==> src/rtl/uart_bus_master_pkg.sv <==
// Shared definitions for the UART register-bus initiator: register map,
// SETUP/FLAGS bit positions and FSM state encoding.
package uart_bus_master_pkg;

   localparam logic [2:0] REG_SETUP     = 3'd0;
   localparam logic [2:0] REG_FLAGS     = 3'd1;
   localparam logic [2:0] REG_TX_DATA   = 3'd2;
   localparam logic [2:0] REG_RX_DATA   = 3'd3;
   localparam logic [2:0] REG_BYTE_RATE = 3'd4;

   localparam int unsigned SETUP_TX_SEND     = 0;
   localparam int unsigned SETUP_RX_FLAG_CLR = 3;

   localparam int unsigned FLAG_TX_SENT = 0;
   localparam int unsigned FLAG_RX      = 1;
   localparam int unsigned FLAG_PARITY  = 2;

   typedef logic [3:0] state_t;

   localparam state_t ST_INIT       = 4'd0;
   localparam state_t ST_INIT_SETUP = 4'd1;
   localparam state_t ST_IDLE       = 4'd2;
   localparam state_t ST_TX_DATA    = 4'd3;
   localparam state_t ST_TX_GO      = 4'd4;
   localparam state_t ST_TX_BUSY    = 4'd5;
   localparam state_t ST_TX_DONE    = 4'd6;
   localparam state_t ST_TX_CLR     = 4'd7;
   localparam state_t ST_RX_READ    = 4'd8;
   localparam state_t ST_RX_CLR     = 4'd9;
   localparam state_t ST_RX_REL     = 4'd10;
   localparam state_t ST_RX_WAIT    = 4'd11;

   // SETUP image: base bits pass through, FSM owns tx_send and rx_flag_clr.
   function automatic logic [31:0] setup_word(input logic [31:0] base,
                                              input logic tx_send,
                                              input logic rx_clr);
      logic [31:0] w;
      w = base;
      w[SETUP_TX_SEND]     = tx_send;
      w[SETUP_RX_FLAG_CLR] = rx_clr;
      return w;
   endfunction

endpackage

==> src/rtl/uart_bus_master.sv <==
// Bus initiator for the UART register block: turns a client byte stream into
// register write/poll sequences and peripheral rx flags into rx byte strobes.
module uart_bus_master
   import uart_bus_master_pkg::*;
#(
   parameter logic [31:0] BYTE_RATE_INIT = 32'd5208,
   parameter logic [31:0] SETUP_BASE     = 32'h2,
   parameter logic [31:0] TIMEOUT        = 32'd200_000
) (
   input  logic        clk,
   input  logic        rst,
   input  logic [7:0]  tx_byte,
   input  logic        tx_valid,
   output logic        tx_ready,
   output logic        tx_err,
   output logic [7:0]  rx_byte,
   output logic        rx_parity_err,
   output logic        rx_valid,
   output logic [31:0] bus_addr,
   output logic [31:0] bus_wdata,
   output logic        bus_write,
   output logic        bus_select,
   input  logic [31:0] bus_rdata
);

   localparam int unsigned      CNT_W    = $clog2(TIMEOUT) + 1;
   localparam logic [CNT_W-1:0] CNT_LAST = CNT_W'(TIMEOUT - 32'd1);

   state_t           state_q, state_d;
   logic             active_q;
   logic [CNT_W-1:0] cnt_q;
   logic [7:0]       tx_byte_q;
   logic             flag_par_q;
   logic [7:0]       rx_byte_q;
   logic             rx_par_q;
   logic             rx_valid_q;

   logic [2:0]       acc_reg;
   logic [31:0]      acc_wdata;
   logic             acc_write;
   logic             tx_ready_c, tx_err_c, latch_flags;
   logic             rx_flag, tx_sent, cnt_last;
   logic             unused_rdata;

   assign rx_flag      = bus_rdata[FLAG_RX];
   assign tx_sent      = bus_rdata[FLAG_TX_SENT];
   assign cnt_last     = (cnt_q == CNT_LAST);
   assign unused_rdata = ^bus_rdata[31:8];

   // active_q keeps the bus quiet during reset; INIT's write appears on the first cycle after release.
   always_comb begin
      state_d     = state_q;
      acc_reg     = REG_FLAGS;
      acc_wdata   = '0;
      acc_write   = 1'b0;
      tx_ready_c  = 1'b0;
      tx_err_c    = 1'b0;
      latch_flags = 1'b0;
      case (state_q)
         ST_INIT: begin
            acc_reg   = REG_BYTE_RATE;
            acc_wdata = BYTE_RATE_INIT;
            acc_write = 1'b1;
            state_d   = ST_INIT_SETUP;
         end
         ST_INIT_SETUP: begin
            acc_reg   = REG_SETUP;
            acc_wdata = setup_word(SETUP_BASE, 1'b0, 1'b0);
            acc_write = 1'b1;
            state_d   = ST_IDLE;
         end
         ST_IDLE: begin
            if (rx_flag) begin
               latch_flags = 1'b1;
               state_d     = ST_RX_READ;
            end else if (tx_valid) begin
               tx_ready_c = 1'b1;
               state_d    = ST_TX_DATA;
            end
         end
         ST_TX_DATA: begin
            acc_reg   = REG_TX_DATA;
            acc_wdata = {24'd0, tx_byte_q};
            acc_write = 1'b1;
            state_d   = ST_TX_GO;
         end
         ST_TX_GO: begin
            acc_reg   = REG_SETUP;
            acc_wdata = setup_word(SETUP_BASE, 1'b1, 1'b0);
            acc_write = 1'b1;
            state_d   = ST_TX_BUSY;
         end
         ST_TX_BUSY: begin
            if (!tx_sent) state_d = ST_TX_DONE;
            else if (cnt_last) begin
               tx_err_c = 1'b1;
               state_d  = ST_TX_CLR;
            end
         end
         ST_TX_DONE: begin
            if (tx_sent) state_d = ST_TX_CLR;
            else if (cnt_last) begin
               tx_err_c = 1'b1;
               state_d  = ST_TX_CLR;
            end
         end
         ST_TX_CLR: begin
            acc_reg   = REG_SETUP;
            acc_wdata = setup_word(SETUP_BASE, 1'b0, 1'b0);
            acc_write = 1'b1;
            state_d   = ST_IDLE;
         end
         ST_RX_READ: begin
            acc_reg = REG_RX_DATA;
            state_d = ST_RX_CLR;
         end
         ST_RX_CLR: begin
            acc_reg   = REG_SETUP;
            acc_wdata = setup_word(SETUP_BASE, 1'b0, 1'b1);
            acc_write = 1'b1;
            state_d   = ST_RX_REL;
         end
         ST_RX_REL: begin
            acc_reg   = REG_SETUP;
            acc_wdata = setup_word(SETUP_BASE, 1'b0, 1'b0);
            acc_write = 1'b1;
            state_d   = ST_RX_WAIT;
         end
         ST_RX_WAIT: begin
            if (!rx_flag) state_d = ST_IDLE;
         end
         default: state_d = ST_INIT;
      endcase
      if (!active_q) begin
         state_d     = ST_INIT;
         acc_reg     = '0;
         acc_wdata   = '0;
         acc_write   = 1'b0;
         tx_ready_c  = 1'b0;
         tx_err_c    = 1'b0;
         latch_flags = 1'b0;
      end
   end

   always_ff @(posedge clk or negedge rst) begin
      if (!rst) begin
         state_q    <= ST_INIT;
         active_q   <= 1'b0;
         cnt_q      <= '0;
         tx_byte_q  <= '0;
         flag_par_q <= 1'b0;
         rx_byte_q  <= '0;
         rx_par_q   <= 1'b0;
         rx_valid_q <= 1'b0;
      end else begin
         active_q   <= 1'b1;
         state_q    <= state_d;
         rx_valid_q <= 1'b0;
         if (tx_ready_c) tx_byte_q <= tx_byte;
         if (latch_flags) flag_par_q <= bus_rdata[FLAG_PARITY];
         if (active_q && state_q == ST_RX_READ) begin
            rx_byte_q  <= bus_rdata[7:0];
            rx_par_q   <= flag_par_q;
            rx_valid_q <= 1'b1;
         end
         if (state_q == ST_TX_GO) cnt_q <= '0;
         else if ((state_q == ST_TX_BUSY || state_q == ST_TX_DONE) && cnt_q != '1)
            cnt_q <= cnt_q + 1'b1;
      end
   end

   assign tx_ready      = tx_ready_c;
   assign tx_err        = tx_err_c;
   assign rx_byte       = rx_byte_q;
   assign rx_parity_err = rx_par_q;
   assign rx_valid      = rx_valid_q;
   assign bus_select    = active_q;
   assign bus_addr      = {29'd0, acc_reg};
   assign bus_wdata     = acc_wdata;
   assign bus_write     = acc_write;

endmodule

==> config.mk <==
export PLATFORM = sky130hd
export DESIGN_NAME = uart_bus_master
export DESIGN_NICKNAME = d
export VERILOG_FILES = /design/src/rtl/uart_bus_master_pkg.sv /design/src/rtl/uart_bus_master.sv
export SDC_FILE = /design/constraint.sdc
export NUM_CORES = 1
export LEC_CHECK = 0
export ABC_AREA = 1
export CAP_MARGIN = 5
export CORE_ASPECT_RATIO = 1.4
export CORE_UTILIZATION = 40
export CTS_BUF_LIST = sky130_fd_sc_hd__clkbuf_8
export DETAILED_ROUTE_END_ITERATION = 12
export PLACE_DENSITY = 0.82
export SLEW_MARGIN = 20
export SYNTH_ARGS = -nofsm -noshare
export SYNTH_HDL_FRONTEND = slang
export SYNTH_SLANG_ARGS = --single-unit
==> constraint.sdc <==
create_clock -name clk -period 2.3 [get_ports clk]
set_clock_uncertainty 0.15 [all_clocks]
set_input_delay 0.345 -clock clk [delete_from_list [all_inputs] [get_ports clk]]
set_output_delay 0.345 -clock clk [all_outputs]
set_load 0.005 [all_outputs]
==> impl_results.rst <==
.. list-table::
   :header-rows: 1

   * - Metric
     - Value
   * - Result of the run
     - complete, but fails checks
   * - Failing checks
     - negative setup slack
   * - Proportion of synthesized chip area in sequential cells
     - 0.358
   * - H-tree levels
     - 2
   * - Vias per cell
     - 4.53
   * - Hpwl dp
     - 4970 um
   * - Placer's final routability congestion estimate
     - 0.881
   * - Final Net Count
     - 537
   * - Power Density
     - 756 nW/um^2
   * - Max Slew Vio Count
     - 0
   * - Worst Hold Path Cells
     - 2
   * - Detailed-route DRC error count
     - 0
   * - Top-count cell post-synth
     - nand2_1
   * - Final min period
     - 2.37 ns
   * - Startpoint of the lowest-slack register-to-register path
     - state_q[1]
   * - Area leader, netlist
     - dfrtp_1
   * - Core Box Area
     - 7310 um^2
   * - Reg2reg end
     - cnt_q[16]
   * - Layout-stage area growth over the synthesis result
     - 24.7%
   * - VDD IR max
     - 601 uV
   * - Die Outline Area
     - 7870 um^2
   * - Sum of buffers and inverters on the critical path
     - 2
   * - Post-synthesis cell count
     - 416
   * - Synthesized-area fraction occupied by adder cells
     - 0.00416
   * - Worst Max-Slew Pin Slew
     - 0.558 ns
   * - Number of buffers created by CTS
     - 5
   * - FF+latch count, synth
     - 43
   * - Root buffer cell
     - clkbuf_8
   * - Placement Cell Area
     - 3500 um^2
   * - Total leakage power
     - 1.98 nW
   * - Least setup slack across all paths after layout
     - -0.0660 ns
   * - Post-Synthesis Cell Area
     - 3010 um^2
   * - Critical path launch point type
     - flop
   * - Clock latency reported for the late side of the worst-skew pair
     - 0.30 ns
   * - Worst hold path startpoint
     - tx_byte_q[4]
   * - Antenna fix cells
     - 0
   * - Number of antenna violations at the first check in global routing
     - 0
   * - Number of distinct standard cells referenced by the synthesized netlist
     - 33
   * - Maximum net fanout on the critical path
     - 4
   * - Global-route usage over all layers
     - 0.187
   * - CTS tree
     - built
   * - IO Count
     - 121
   * - Average routed wire per standard cell
     - 11.4 um
   * - Depth of the most critical reg-to-reg path
     - 9
   * - Endpoints failing hold
     - 0
   * - RSZ-0062 raised after global routing
     - yes
   * - Register-to-Register Setup Slack
     - 0.34 ns
   * - Number of enable flip-flop cells after synthesis
     - 0
   * - Class of the worst hold path
     - flop to flop
   * - Via count of the first global-routing pass
     - 2,585
   * - Maximum Capacitance Violations
     - 0
   * - Post-route cell area
     - 3750 um^2
   * - Synthesized area divided by synthesized cell count
     - 7.23 um^2
   * - Total wirelength of the detailed-routed design
     - 6760 um
   * - Cell with the most instances on the worst path
     - nor2_4
   * - Overflow left after global routing
     - 0
   * - Number of rows created at floorplan
     - 37
   * - Count of antenna-violating nets left after detailed routing
     - 0
   * - Initial detailed-routing violation count
     - 112
   * - Combinational family with the most area after synthesis
     - simple AND/OR/NAND/NOR gates
   * - Fraction of registers with async set or reset after synthesis
     - 1.00
   * - Fraction of the mapped netlist area in compound gates
     - 0.0466
   * - Leading cell types by total area after synthesis
     - dfrtp_1 36%, nand2_1 18%, buf_4 13%
   * - Share of the synthesized netlist area taken by xor and xnor gates
     - 0.0379
   * - Max-Slew Margin vs Limit
     - 0.628
   * - Required time worst endpoint
     - 1.80 ns
   * - Drt pass-1 iters
     - 4
   * - Overall via count from detail_route
     - 2,679
   * - Clk sinks
     - 43
   * - Period utilization
     - 1.03
   * - Clock slew seen by the registers of the worst setup and hold paths
     - 0.09 ns
   * - Highest-delay cell along the critical path
     - clkdlybuf4s50_1
   * - Wire length of the first global-routing pass
     - 11,300 um
   * - Fraction of final layout cells with drive strength greater than 1
     - 0.211
   * - CP arrival
     - 1.87 ns
   * - Worst setup path class
     - flop to output pin
   * - Cells along the critical path
     - nor2_4 -> nand2_1 -> nor2_4 -> nand3_2 -> inv_2 -> clkdlybuf4s50_1
   * - Number of port buffers
     - 45
   * - Post-route setup TNS
     - -0.111 ns
   * - Endpoint of the worst hold path
     - tx_byte_q[4]
   * - Longest individual stage delay on the worst path
     - 0.50 ns
   * - Die span in y
     - 105 um
   * - Synth warnings
     - 0
   * - Clock Tree Buf Depth
     - 2
   * - Portion of synthesized cell area occupied by the leading cell type
     - 0.358
   * - Worst setup EP type
     - output pin
   * - Initial core utilization
     - 0.411
   * - Crit-path leading delay family
     - buffers and inverters
   * - Primary FF master, synth
     - dfrtp_1
   * - Die Span X
     - 75.3 um
   * - Total setup violations reported at the end of the flow
     - 2
   * - Top cell types by occurrence after synthesis
     - 142 x nand2_1, 53 x buf_4, 43 x dfrtp_1
   * - Proportion of synthesized area in mux cells
     - 0
   * - Max Clk Rate
     - 0.423 GHz
   * - Simple-gate portion of the synthesized area
     - 0.351
   * - Largest net degree at the start of global routing
     - 44
## cell families after synthesis
logic type      Yosys count
fa+ha+maj                 1
simple gates            234
xor+xnor                 13
buf+inv                  98
compound gates           25
other cells               2
flops                    43
## flip-flops by register name (all words and copies together), names as in the netlist
signal         count
rx_parity_err      1
rx_byte            8
tx_byte_q          8
state_q            4
rx_valid           1
cnt_q             19
flag_par_q         1
bus_select         1
## power breakdown
| group | internal, W | switching (W) |
|---|---|---|
| Sequential | 0.000944 | 0.000128 |
| Clock | 0.000217 | 0.000284 |
| Combinational | 0.000583 | 0.000678 |
## worst reg2reg max path: cells and delay by family (launching register included)
kind / cells / cell delay, ns
simple gates: 5 / 0.51
buf+inv: 3 / 0.48
flops: 1 / 0.41
compound gates: 1 / 0.34
## worst max-delay path by stage
stage / start / endpoint / slack (ns) / depth (start not counted)
global route: state_q[1] / bus_write / -0.18 / 9
finish: state_q[0] / tx_ready / -0.07 / 6
detailed placement: state_q[2] / bus_write / 0.03 / 8
floorplan: cnt_q[0] / cnt_q[3] / 0.45 / 10
global placement: state_q[2] / bus_write / 0.05 / 8
CTS: state_q[2] / bus_wdata[3] / -0.19 / 9
## layout make-up
class | count | area, um^2
clock inverter | 3 | 25.0
multi-input combinational | 325 | 1600
inverter | 37 | 141
sequential | 43 | 1080
timing repair buffer | 81 | 709
clock buffer | 5 | 68.8
fill | 708 | 3560
tap | 97 | 121
## layout by cell type, fill, tap and decap left out, drive strengths merged
master / netlist / layout
clkdlybuf4s15: 0 / 2
nor4: 1 / 1
dlygate4sd2: 0 / 3
nand3: 19 / 19
clkinvlp: 0 / 1
xnor2: 1 / 1
dfrtp: 43 / 43
dlymetal6s2s: 0 / 4
buf: 59 / 38
ha: 1 / 1
nor2: 51 / 51
and2: 1 / 1
clkbuf: 2 / 9
o22ai: 1 / 1
clkinv: 2 / 4
conb: 2 / 52
inv: 35 / 35
xor2: 12 / 12
o21ai: 14 / 14
nand4: 11 / 11
nand2: 144 / 144
clkdlybuf4s50: 0 / 29
nor3: 2 / 2
a31oi: 2 / 2
a21oi: 8 / 8
nand3b: 5 / 5
dlygate4sd3: 0 / 1
## through the flow
step                instances  hold WS [ns]  power, W  setup slack (ns)  utilization
global route              591         0.348   0.00304            -0.177        0.513
floorplan                 466        -0.101   0.00173             0.453            -
CTS                       587         0.343   0.00276            -0.192        0.500
detailed placement        574         0.310   0.00223            0.0298        0.479
finish                    591         0.341   0.00284           -0.0660        0.513
global placement          574         0.313   0.00220            0.0459        0.479
## repair_timing
| action | 4_1_cts | 5_1_grt |
|---|---|---|
| endpoints found under the setup margin | 16 | 10 |
| buffers inserted | 4 | 4 |
| pin swaps | 2 | 4 |
| hold endpoints to repair | 43 | 0 |
| hold buffers | 1 | 0 |
| resized for setup | 26 | 43 |
## per-layer routing
metal	wire length, um	up-vias	track usage
li1	-	1341	-
met1	2590	1226	0.201
met2	3740	97	0.341
met3	236	15	0.0338
met4	182	0	0.0847
met5	0	-	0
Note: power is estimated with default switching activity, not from simulation.
